## src/rtl/axi_lite_reg_pkg.sv

```systemverilog
// Shared types and constants for the AXI4-Lite to register-port bridge.
package axi_lite_reg_pkg;

  localparam int REG_ADDR_W_DEF = 16;

  typedef enum logic [1:0] {
    OKAY   = 2'b00,
    SLVERR = 2'b10,
    DECERR = 2'b11
  } resp_e;

  typedef enum logic [2:0] {
    IDLE  = 3'd0,
    WSTB  = 3'd1,
    WRESP = 3'd2,
    RSTB  = 3'd3,
    RCAP  = 3'd4,
    RRESP = 3'd5
  } state_e;

endpackage

```

## src/rtl/axi_lite_reg_bridge.sv

```systemverilog
// AXI4-Lite slave that turns single transactions into strobed register-port accesses.
// Optional BRIDGE_ADDR_CHECK_EN: requests outside the BASE_ADDR window get DECERR without strobing.
module axi_lite_reg_bridge
  import axi_lite_reg_pkg::*;
#(
  parameter logic [31:0] BASE_ADDR  = 32'h4000_0000,
  parameter int          REG_ADDR_W = REG_ADDR_W_DEF
) (
  input  logic                  clock,
  input  logic                  reset,
  input  logic [31:0]           s_awaddr,
  input  logic                  s_awvalid,
  output logic                  s_awready,
  input  logic [31:0]           s_wdata,
  input  logic [3:0]            s_wstrb,
  input  logic                  s_wvalid,
  output logic                  s_wready,
  output logic [1:0]            s_bresp,
  output logic                  s_bvalid,
  input  logic                  s_bready,
  input  logic [31:0]           s_araddr,
  input  logic                  s_arvalid,
  output logic                  s_arready,
  output logic [31:0]           s_rdata,
  output logic [1:0]            s_rresp,
  output logic                  s_rvalid,
  input  logic                  s_rready,
  output logic [REG_ADDR_W-1:0] read_addr,
  output logic                  oe,
  input  logic [31:0]           read_data,
  output logic [REG_ADDR_W-1:0] write_addr,
  output logic [31:0]           write_data,
  output logic [3:0]            be,
  output logic                  we
);

  state_e                  state_r, state_s;
  logic                    prio_write_r;
  logic                    err_r;
  logic                    wr_acc_s, rd_acc_s;
  logic                    aw_hit_s, ar_hit_s;
  logic [REG_ADDR_W-1:0]   raddr_r, waddr_r;
  logic [31:0]             wdata_r, rdata_r;
  logic [3:0]              be_r;
  logic                    we_r, oe_r, bvalid_r, rvalid_r;
  resp_e                   bresp_r, rresp_r;
  logic                    unused_s;

`ifdef BRIDGE_ADDR_CHECK_EN
  assign aw_hit_s = (s_awaddr[31:18] == BASE_ADDR[31:18]);
  assign ar_hit_s = (s_araddr[31:18] == BASE_ADDR[31:18]);
`else
  assign aw_hit_s = 1'b1;
  assign ar_hit_s = 1'b1;
`endif

  // Address bits outside the word index are intentionally ignored.
  assign unused_s = ^{s_awaddr, s_araddr, BASE_ADDR};

  // Next-state and accept decode; a contested IDLE cycle goes to the prioritised channel.
  always_comb begin
    state_s   = state_r;
    wr_acc_s  = 1'b0;
    rd_acc_s  = 1'b0;
    s_awready = 1'b0;
    s_wready  = 1'b0;
    s_arready = 1'b0;
    case (state_r)
      IDLE: begin
        if ((s_awvalid && s_wvalid) && (prio_write_r || !s_arvalid)) begin
          wr_acc_s = 1'b1;
          state_s  = WSTB;
        end else if (s_arvalid) begin
          rd_acc_s = 1'b1;
          state_s  = RSTB;
        end else begin
          state_s = IDLE;
        end
      end
      WSTB:  state_s = WRESP;
      WRESP: begin
        if (s_bready) begin
          state_s = IDLE;
        end else begin
          state_s = WRESP;
        end
      end
      RSTB:  state_s = RCAP;
      RCAP:  state_s = RRESP;
      RRESP: begin
        if (s_rready) begin
          state_s = IDLE;
        end else begin
          state_s = RRESP;
        end
      end
      default: state_s = IDLE;
    endcase
    s_awready = wr_acc_s;
    s_wready  = wr_acc_s;
    s_arready = rd_acc_s;
  end

  // State, channel registers and single-cycle strobes.
  always_ff @(posedge clock or posedge reset) begin
    if (reset) begin
      state_r      <= IDLE;
      prio_write_r <= 1'b1;
      err_r        <= 1'b0;
      raddr_r      <= '0;
      waddr_r      <= '0;
      wdata_r      <= 32'h0000_0000;
      rdata_r      <= 32'h0000_0000;
      be_r         <= 4'h0;
      we_r         <= 1'b0;
      oe_r         <= 1'b0;
      bvalid_r     <= 1'b0;
      rvalid_r     <= 1'b0;
      bresp_r      <= OKAY;
      rresp_r      <= OKAY;
    end else begin
      state_r <= state_s;
      we_r    <= 1'b0;
      oe_r    <= 1'b0;
      if (wr_acc_s) begin
        waddr_r <= s_awaddr[REG_ADDR_W+1:2];
        wdata_r <= s_wdata;
        be_r    <= s_wstrb;
        err_r   <= !aw_hit_s;
        we_r    <= aw_hit_s;
      end
      if (rd_acc_s) begin
        raddr_r <= s_araddr[REG_ADDR_W+1:2];
        err_r   <= !ar_hit_s;
        oe_r    <= ar_hit_s;
      end
      if (state_r == WSTB) begin
        bvalid_r <= 1'b1;
        bresp_r  <= err_r ? DECERR : OKAY;
      end
      if ((state_r == WRESP) && s_bready) begin
        bvalid_r     <= 1'b0;
        prio_write_r <= 1'b0;
      end
      // read_data was registered by the peripheral on the edge that closed RSTB.
      if (state_r == RCAP) begin
        rvalid_r <= 1'b1;
        rdata_r  <= err_r ? 32'h0000_0000 : read_data;
        rresp_r  <= err_r ? DECERR : OKAY;
      end
      if ((state_r == RRESP) && s_rready) begin
        rvalid_r     <= 1'b0;
        prio_write_r <= 1'b1;
      end
    end
  end

  assign s_bvalid   = bvalid_r;
  assign s_bresp    = bresp_r;
  assign s_rvalid   = rvalid_r;
  assign s_rdata    = rdata_r;
  assign s_rresp    = rresp_r;
  assign read_addr  = raddr_r;
  assign oe         = oe_r;
  assign write_addr = waddr_r;
  assign write_data = wdata_r;
  assign be         = be_r;
  assign we         = we_r;

endmodule

```

## config.mk

```make
export PLATFORM = sky130hd
export DESIGN_NAME = axi_lite_reg_bridge
export DESIGN_NICKNAME = d
export VERILOG_FILES = /design/src/rtl/axi_lite_reg_pkg.sv /design/src/rtl/axi_lite_reg_bridge.sv
export SDC_FILE = /design/constraint.sdc
export NUM_CORES = 1
export LEC_CHECK = 0
export CAP_MARGIN = 20
export CORE_UTILIZATION = 33
export DETAILED_ROUTE_END_ITERATION = 10
export PLACE_DENSITY = 0.69
export SLEW_MARGIN = 25
export SYNTH_ARGS = -nofsm -noshare
export SYNTH_HDL_FRONTEND = slang
export SYNTH_SLANG_ARGS = --single-unit
```

## constraint.sdc

```tcl
create_clock -name clock -period 10.45 [get_ports clock]
set_clock_uncertainty 0.1 [all_clocks]
set_input_delay 2.09 -clock clock [delete_from_list [all_inputs] [get_ports clock]]
set_output_delay 2.09 -clock clock [all_outputs]
set_load 0.02 [all_outputs]
```

[Word level (Yosys, flattened, before mapping)]
Cells that the tools add are included.
Storage, ports and cells
  input port bits: 139
  register bits: 113
  output and inout bits: 111
  word-level logic and storage cells: 52
Cells by class
  eq/ne operators: 5
  reduce and logical (&&, ||, !) cells: 11
  muxes and demuxes: 22
Operators by type and width (count)
  $mux W32: 1
  $pmux W3 S6: 1
  $mux W1: 15
  $mux W2: 4
  $reduce_bool A2 Y1: 4
  $eq A3 B2 Y1 const B: 2
  $eq A3 B3 Y1 const B: 2
  $logic_and A1 B1 Y1: 4
  $eq A3 B1 Y1 const B: 1
  $logic_not A3 Y1: 1
  $mux W3: 1
  $logic_not A1 Y1: 1
  $logic_or A1 B1 Y1: 1

[Depth between registers and ports, before layout]
  depth in word-level cells: 7
  mapped depth: 6
  mapped depth without buffers: 3

[Worst setup path before layout]
No wires, ideal clock.
  path type: input to output
  start: input port s_arvalid
  end: output port s_wready
  stages on the path: 5
  required time: 8.260 ns
  slack: 5.299 ns
  arrival time: 2.961 ns
  buffers on the path: 3
  cells stage by stage: and2b_2 nor3b_2 buf_6 buf_12 buf_4
Between the ends
  cells in the longest elaborated chain, start to end: 5
RTL lines
  start, declared: line axi_lite_reg_bridge.sv:22  | input logic s_arvalid,
  $logic_not A1 Y1: line axi_lite_reg_bridge.sv:70  | if ((s_awvalid && s_wvalid) && (prio_write_r || !s_arvalid)) begin
  $logic_or A1 B1 Y1: line axi_lite_reg_bridge.sv:70
  $logic_and A1 B1 Y1: line axi_lite_reg_bridge.sv:70
  $mux W1: line axi_lite_reg_bridge.sv:70
  $mux W1: line axi_lite_reg_bridge.sv:68  | case (state_r)
  end, declared: line axi_lite_reg_bridge.sv:17  | output logic s_wready,
Every way passes these cells.

[Final worst setup path]
  start: input port s_arvalid
  end: output port s_arready
Between the ends
  cells in the longest elaborated chain, start to end: 5
  elaborated cells on any way between the ends: 6
  classes of those cells: mux: 3; reduce/logical: 3
RTL lines
  $logic_not A1 Y1: line axi_lite_reg_bridge.sv:70
  $logic_or A1 B1 Y1: line axi_lite_reg_bridge.sv:70
  $logic_and A1 B1 Y1: line axi_lite_reg_bridge.sv:70
  $mux W1 *: line axi_lite_reg_bridge.sv:70
  $mux W1 *: line axi_lite_reg_bridge.sv:68
  end, declared: line axi_lite_reg_bridge.sv:23  | output logic s_arready,
Mark *: on every way between the ends. The rest lies on a longest branch, timed or not.

==> flow_metrics.py <==
metrics = {
    "cts": {
        "clk_pin_slew_worst_paths_ps": 60,
        "clock_latency_ps": 340,
        "cts_tree": "done",
        "cts_max_level": 3,
        "numClockSinks": 108,
        "cts_setup_buffers": 0,
        "cts.hold.buffers_added": 0,
        "ctsRootBufferMaster": "clkbuf_16",
        "cts_resized": 0,
        "cts_buffer_depth": 2,
        "cts_buffers": 9,
    },
    "power_and_ir_drop": {
        "p_sw_share_pct": 33.5,
        "power.switching_uw": 734,
        "p_comb_share_pct": 50.6,
        "powerDensity_nw_per_um2": 318,
        "pwr-share-seq_pct": 34.3,
        "pwr-share-clk_pct": 15.1,
        "leakage_uw": 0.00291,
        "p_int_uw": 1460,
        "vdd_drop_max_mv": 0.183,
    },
    "route": {
        "wire_per_inst_um": 15.3,
        "finalWirelength_um": 9870,
        "first_iter_violations": 96,
        "vias": 2853,
        "drt-vias-per-instance": 4.43,
        "firstDrtPassIters": 4,
        "detail-route-antenna-nets": 0,
        "drc": 0,
    },
    "setup_path": {
        "crit_path_start_kind": "input port",
        "slowest_stage": "clkdlybuf4s50_1",
        "reg2reg_depth": 4,
        "crit_start": "s_arvalid",
        "path_cells": "clkdlybuf4s50_1 -> and2b_2 -> o211ai_4 -> inv_1 -> clkdlybuf4s50_1",
        "cp_max_fo": 18,
        "r2r-start": "state_r[0]",
        "cp_data_required_time_ps": 8260,
        "crit_top_cell": "clkdlybuf4s50_1",
        "crit_path_end_kind": "output port",
        "cpPeakStageDelay_ps": 560,
        "worst-setup-path-type": "in2out",
        "arrival_ps": 4080,
    },
    "floorplan": {
        "start_util_pct": 34.5,
        "die_h_um": 118,
        "fp.dieArea_um2": 13900,
        "coreArea_um2": 12800,
        "row_count": 41,
        "ioPinCount": 250,
        "die_x_um": 118,
    },
    "worst_hold_path": {
        "min_path_type": "reg2reg",
        "hp-start": "s_rvalid",
        "hold_depth": 1,
    },
    "sta": {
        "period_share_pct": 60.0,
        "tns_ps": 0,
        "timing.final.ws_setup_ps": 4180,
        "finalSetupViolations": 0,
        "hold_viol_final": 0,
        "worst_slew_pin_slew_ps": 929,
        "rsz0062_at_grt": "no",
        "fmax_mhz": 160,
        "relSlewSlack_pct": 38.0,
        "timing.final.crit_period_ps": 6270,
        "maxSlewViolCount": 0,
    },
    "yosys": {
        "synth_cell_types": 26,
        "seq_area_frac_synth_pct": 61.2,
        "avgSynthCellArea_um2": 17.3,
        "yosys_warnings": 0,
        "synth-seq-cells": 108,
        "synth_area_um2": 4420,
        "synth_cells": 256,
    },
    "global_routing": {
        "grt_pass1_wl_um": 16200,
        "grt_pass1_vias": 3119,
        "antenna_found_initial": 0,
        "grt_max_degree": 57,
        "overflow": 0,
        "grt.total_usage_pct": 15.1,
    },
    "cells_and_area": {
        "drive_gt1_share_pct": 25.8,
        "multi_input_area_um2": 1520,
        "filler_cell_count": 1075,
        "seq_area_um2": 2700,
        "n_antenna_cell": 0,
        "area_growth_pct": 56.0,
        "fin_nets": 607,
    },
    "outcome": {
        "status": "finished clean",
    },
    "placed_design": {
        "post-place-ws_ps": 4160,
        "portBuffers": 213,
        "dp_hpwl_um": 7130,
        "gp_congestion": 0.726,
    },
    "flow_run": {
        "drv_cap": 0,
    },
}
[per-stage QoR]
stage	hold WS [ps]	cell area [µm²]	power, µW	util [%]	cells
after floorplan	378	4430	1370	-	259
after global placement	368	6610	1860	51.5	629
after detailed placement	369	6610	1870	51.5	629
after CTS	390	6900	2220	53.8	644
after global routing	408	6900	2310	53.8	644
final	380	6900	2190	53.8	644
[worst max-delay path, delay by kind of cell]
family	cells	cell delay [ps]
buf+inv	3	1180
compound gates	1	510
simple gates	1	280
[final timing paths]
path / to / slack, ps
worst max-delay path: s_arready / 4180
worst min-delay path: s_rvalid / 380
worst max register to register: be[2] / 7910
worst min register to register: s_rvalid / 380
max in group asynchronous: read_addr[9] / 6980
min in group asynchronous: write_data[13] / 2110
[synth_stat cells]
library cell,instances,area [µm²]
mux2_2,51,574
nor2b_1,1,6.26
nand2_1,5,18.8
nor3b_2,1,12.5
mux2i_1,1,10.0
mux2_4,49,736
dfrtp_1,107,2680
inv_1,3,11.3
nor2_1,3,11.3
o21a_1,1,7.51
o21ai_0,4,20.0
buf_6,3,33.8
dfstp_2,1,26.3
o22a_1,1,8.76
a21oi_1,2,10.0
nand3b_1,1,7.51
a2bb2oi_1,1,8.76
conb_1,1,3.75
o211ai_4,1,21.3
nor3_4,1,16.3
buf_4,9,67.6
and2b_2,1,8.76
nor3_2,1,10.0
buf_2,1,5.00
a21o_1,1,7.51
buf_12,5,100
[placed cells by master, fill, tap and decap left out]
cell type and instances:
clkdlybuf4s50_1 213, dfrtp_1 107, mux2_2 51, mux2_4 49
clkbuf_16 9, nand2_1 5, o21ai_0 4, conb_1 4
nor2_1 3, clkbuf_1 3, buf_4 3, inv_1 2
nor3_4 2, a21oi_1 2, and2b_2 1, nor3b_4 1
o211ai_4 1, mux2i_1 1, nand3b_1 1, a2bb2oi_1 1
inv_4 1, nor2b_1 1, a21o_1 1, o21a_1 1
o22a_1 1, clkinv_2 1, bufinv_16 1, clkbuf_8 1
dfstp_2 1
[power groups by stage]
stage	Combinational [µW]	Sequential, µW	Clock, µW
4_1_cts	1120	755	347
3_3_place_gp	1110	747	0
6_report	1110	751	330
3_5_place_dp	1110	760	0
5_1_grt	1170	781	358
2_1_floorplan	380	990	0
[flip-flops by register name, summed over array words and instances, names as in the netlist]
| name | cells |
|---|---|
| write_data | 32 |
| s_rdata | 32 |
| s_bvalid | 1 |
| we | 1 |
| s_rvalid | 1 |
| be | 4 |
| state_r | 3 |
| prio_write_r | 1 |
| read_addr | 16 |
| oe | 1 |
| write_addr | 16 |
[cell families after synthesis]
family                 Yosys count  share of synthesized area, %
flip-flops                     108                          61.2
multiplexers                   101                          29.9
other                            1                        0.0848
AO/OA/AOI/OAI                   11                          1.90
AND/OR/NAND/NOR                 14                          2.07
buffers and inverters           21                          4.92
[layout make-up]
cell class	count	area share (%)
clock buffers	13	3.63
inverters	3	0.200
multi-input cells	130	22.1
clock inverters	2	0.508
repair buffers	216	31.2
well taps	172	3.12
flip-flops and latches	108	39.2
[metal layers]
metal  part of all wire (%)  GRT usage (%)  vias to the layer above
met1                     42           18.3                     1401
li1                       -              -                     1303
met5                      0              0                        -
met3                    9.1           6.10                       12
met4                    1.8           6.09                        0
met2                     47           23.7                      137
No activity file was read; power rests on OpenSTA's default activity.
==> edit: new RTL, same settings <==
The option `BRIDGE_ADDR_CHECK_EN` is turned on by a define.
--- a/src/rtl/axi_lite_reg_bridge.sv
+++ b/src/rtl/axi_lite_reg_bridge.sv
@@ -1,5 +1,7 @@
 // AXI4-Lite slave that turns single transactions into strobed register-port accesses.
 // Optional BRIDGE_ADDR_CHECK_EN: requests outside the BASE_ADDR window get DECERR without strobing.
+`define BRIDGE_ADDR_CHECK_EN
+
 module axi_lite_reg_bridge
   import axi_lite_reg_pkg::*;
 #(
Function: changed (a bounded check fails within 4 cycles, from zero or initial values and one cycle with reset high).
==> edit against the unedited design <==
- routed wire length increased by 21%
- largest cell class unchanged
- area after synthesis grew 5.2%
- global-route usage up 1.7 points
- highest routed layer unchanged
- sequential share of layout area fell by 2.2 points
- critical path depth up 2
- hold slack got worse by 0.0068 ns
- power decreased by 3.7%
- sequential cell count increased by 3
- setup slack lost 0.65 ns
- design area increased by 9.0%
==> edit: results (changes against the unedited design) <==
status finished clean; Total GRT Usage 0.167 (+0.0169); Finished Layout Cells 797 (+24%); CTS clk-pin slew, worst paths 0.07 ns; Reg2Reg Launch Point prio_write_r; minimum clock period 6.92 ns (+0.650 ns); CTS Buffer Depth 2 (unchanged); Max IR drop VDD 0.000103 V (-44%); Mapped Nets 515; reg2reg setup slack 7.86 ns (-0.05 ns); synth unique cells 33 (+27%); Placed Cells 781 (+24%); final net count 751 (+24%); worst setup path end s_wready; r2r worst-path depth 6 (+2); share of layout cells above drive strength 1 0.125 (-0.134); Port Buf Inserts 245 (+15%); YS warnings 0 (unchanged); Leakage 0.00318 uW (+9.4%); ys async rst share 1.00 (unchanged); FF-to-FF End write_data[7]; Via density 4.54 (+2.4%); Clock Tree Root clkbuf_16; Post-Synthesis Cells 376 (+47%); PD cells 280 nW/um^2 (-12%); initial antenna violation count 0 (unchanged); critical path peak fanout 25 (+7); Worst Setup SP s_awvalid; CTS H-Tree Depth 3 (unchanged); routability-driven placement congestion ratio 0.769 (+5.9%); DR WL/cell 15.0 um (-2.3%); slowest CP cell clkdlybuf4s50_1; Area after DPL 7210 um^2 (+9.0%); post-synthesis sequential area ratio 0.597 (-0.0143); worst slack at placement 3.45 ns (-0.710 ns); synth cell count leaders dfrtp_1, nand2_1, mux2_4, o21ai_0, nand2b_1; CP arrival 4.73 ns (+0.65 ns); Detailed Place HPWL 8.79 mm (+23%); Fillers 1171 (+8.9%); Antenna diodes 0 (unchanged); starting DRC count in detailed routing 144 (+50%); hold crit path type reg2reg; first drt pass iteration count 4 (unchanged); post-CTS setup buffer count 0 (unchanged); cts bufs inserted 9 (unchanged); pin count of the biggest net entering global routing 67 (+18%); first-pass GRT wire length 18.9 mm (+16%); slowest stage delay, CP 0.69 ns (+0.13 ns); vias in the first global route 3770 (+21%); synth top area cells dfrtp_1, mux2_4, nand2_1, nand2b_1, o21ai_0; Worst Tran Pin Value 0.946 ns (+0.0170 ns); PostCTS Resize Cnt 0 (unchanged); Skew-Pair Late Insertion Delay 0.35 ns
[edit: cells by family after synthesis]
kind of cell / after synthesis / share of synthesized area
muxes: 54 / 0.170
and+or+nand+nor: 139 / 0.146
buffers and inverters: 28 / 0.0374
DFF: 111 / 0.597
AOI/OAI and AO/OA: 44 / 0.0495
[edit: worst max-delay path, delay by kind of cell]
| family | cells | cell delay (ns) |
|---|---|---|
| AND/OR/NAND/NOR | 3 | 0.76 |
| buffers and inverters | 4 | 1.85 |
[edit: worst min-delay path by stage]
stage                  start             to  slack (ns)  depth (start not counted)
6_report       read_addr[14]  read_addr[14]        0.37                          2
5_1_grt        read_addr[11]  read_addr[11]        0.41                          2
4_1_cts        read_addr[14]  read_addr[14]        0.38                          2
3_5_place_dp   read_addr[14]  read_addr[14]        0.36                          2
3_3_place_gp   read_addr[14]  read_addr[14]        0.36                          2
2_1_floorplan   prio_write_r   prio_write_r        0.38                          2
[edit: layout make-up]
class | instances | share of cell area
Sequential cell | 111 | 0.370
Inverter | 5 | 0.00350
Tap cell | 180 | 0.0300
Clock inverter | 4 | 0.00966
Clock buffer | 12 | 0.0315
Multi-Input combinational cell | 237 | 0.226
Timing Repair Buffer | 248 | 0.329
[edit: stage by stage]
step	hold WS [ns]	power (uW)
detailed placement	0.362	1760
CTS	0.380	2140
finish	0.373	2110
floorplan	0.380	1320
global route	0.405	2230
global placement	0.357	1740
[edit: power by group]
group	internal [uW]	switching, uW
registers	603	105
logic	562	476
clock network	210	151
[edit: routing by layer]
metal,track usage,part of all wire,vias up
li1,-,-,1714
met1,0.195,0.41,1727
met2,0.285,0.49,154
met3,0.0476,0.071,20
met4,0.0764,0.026,0
met5,0,0,-
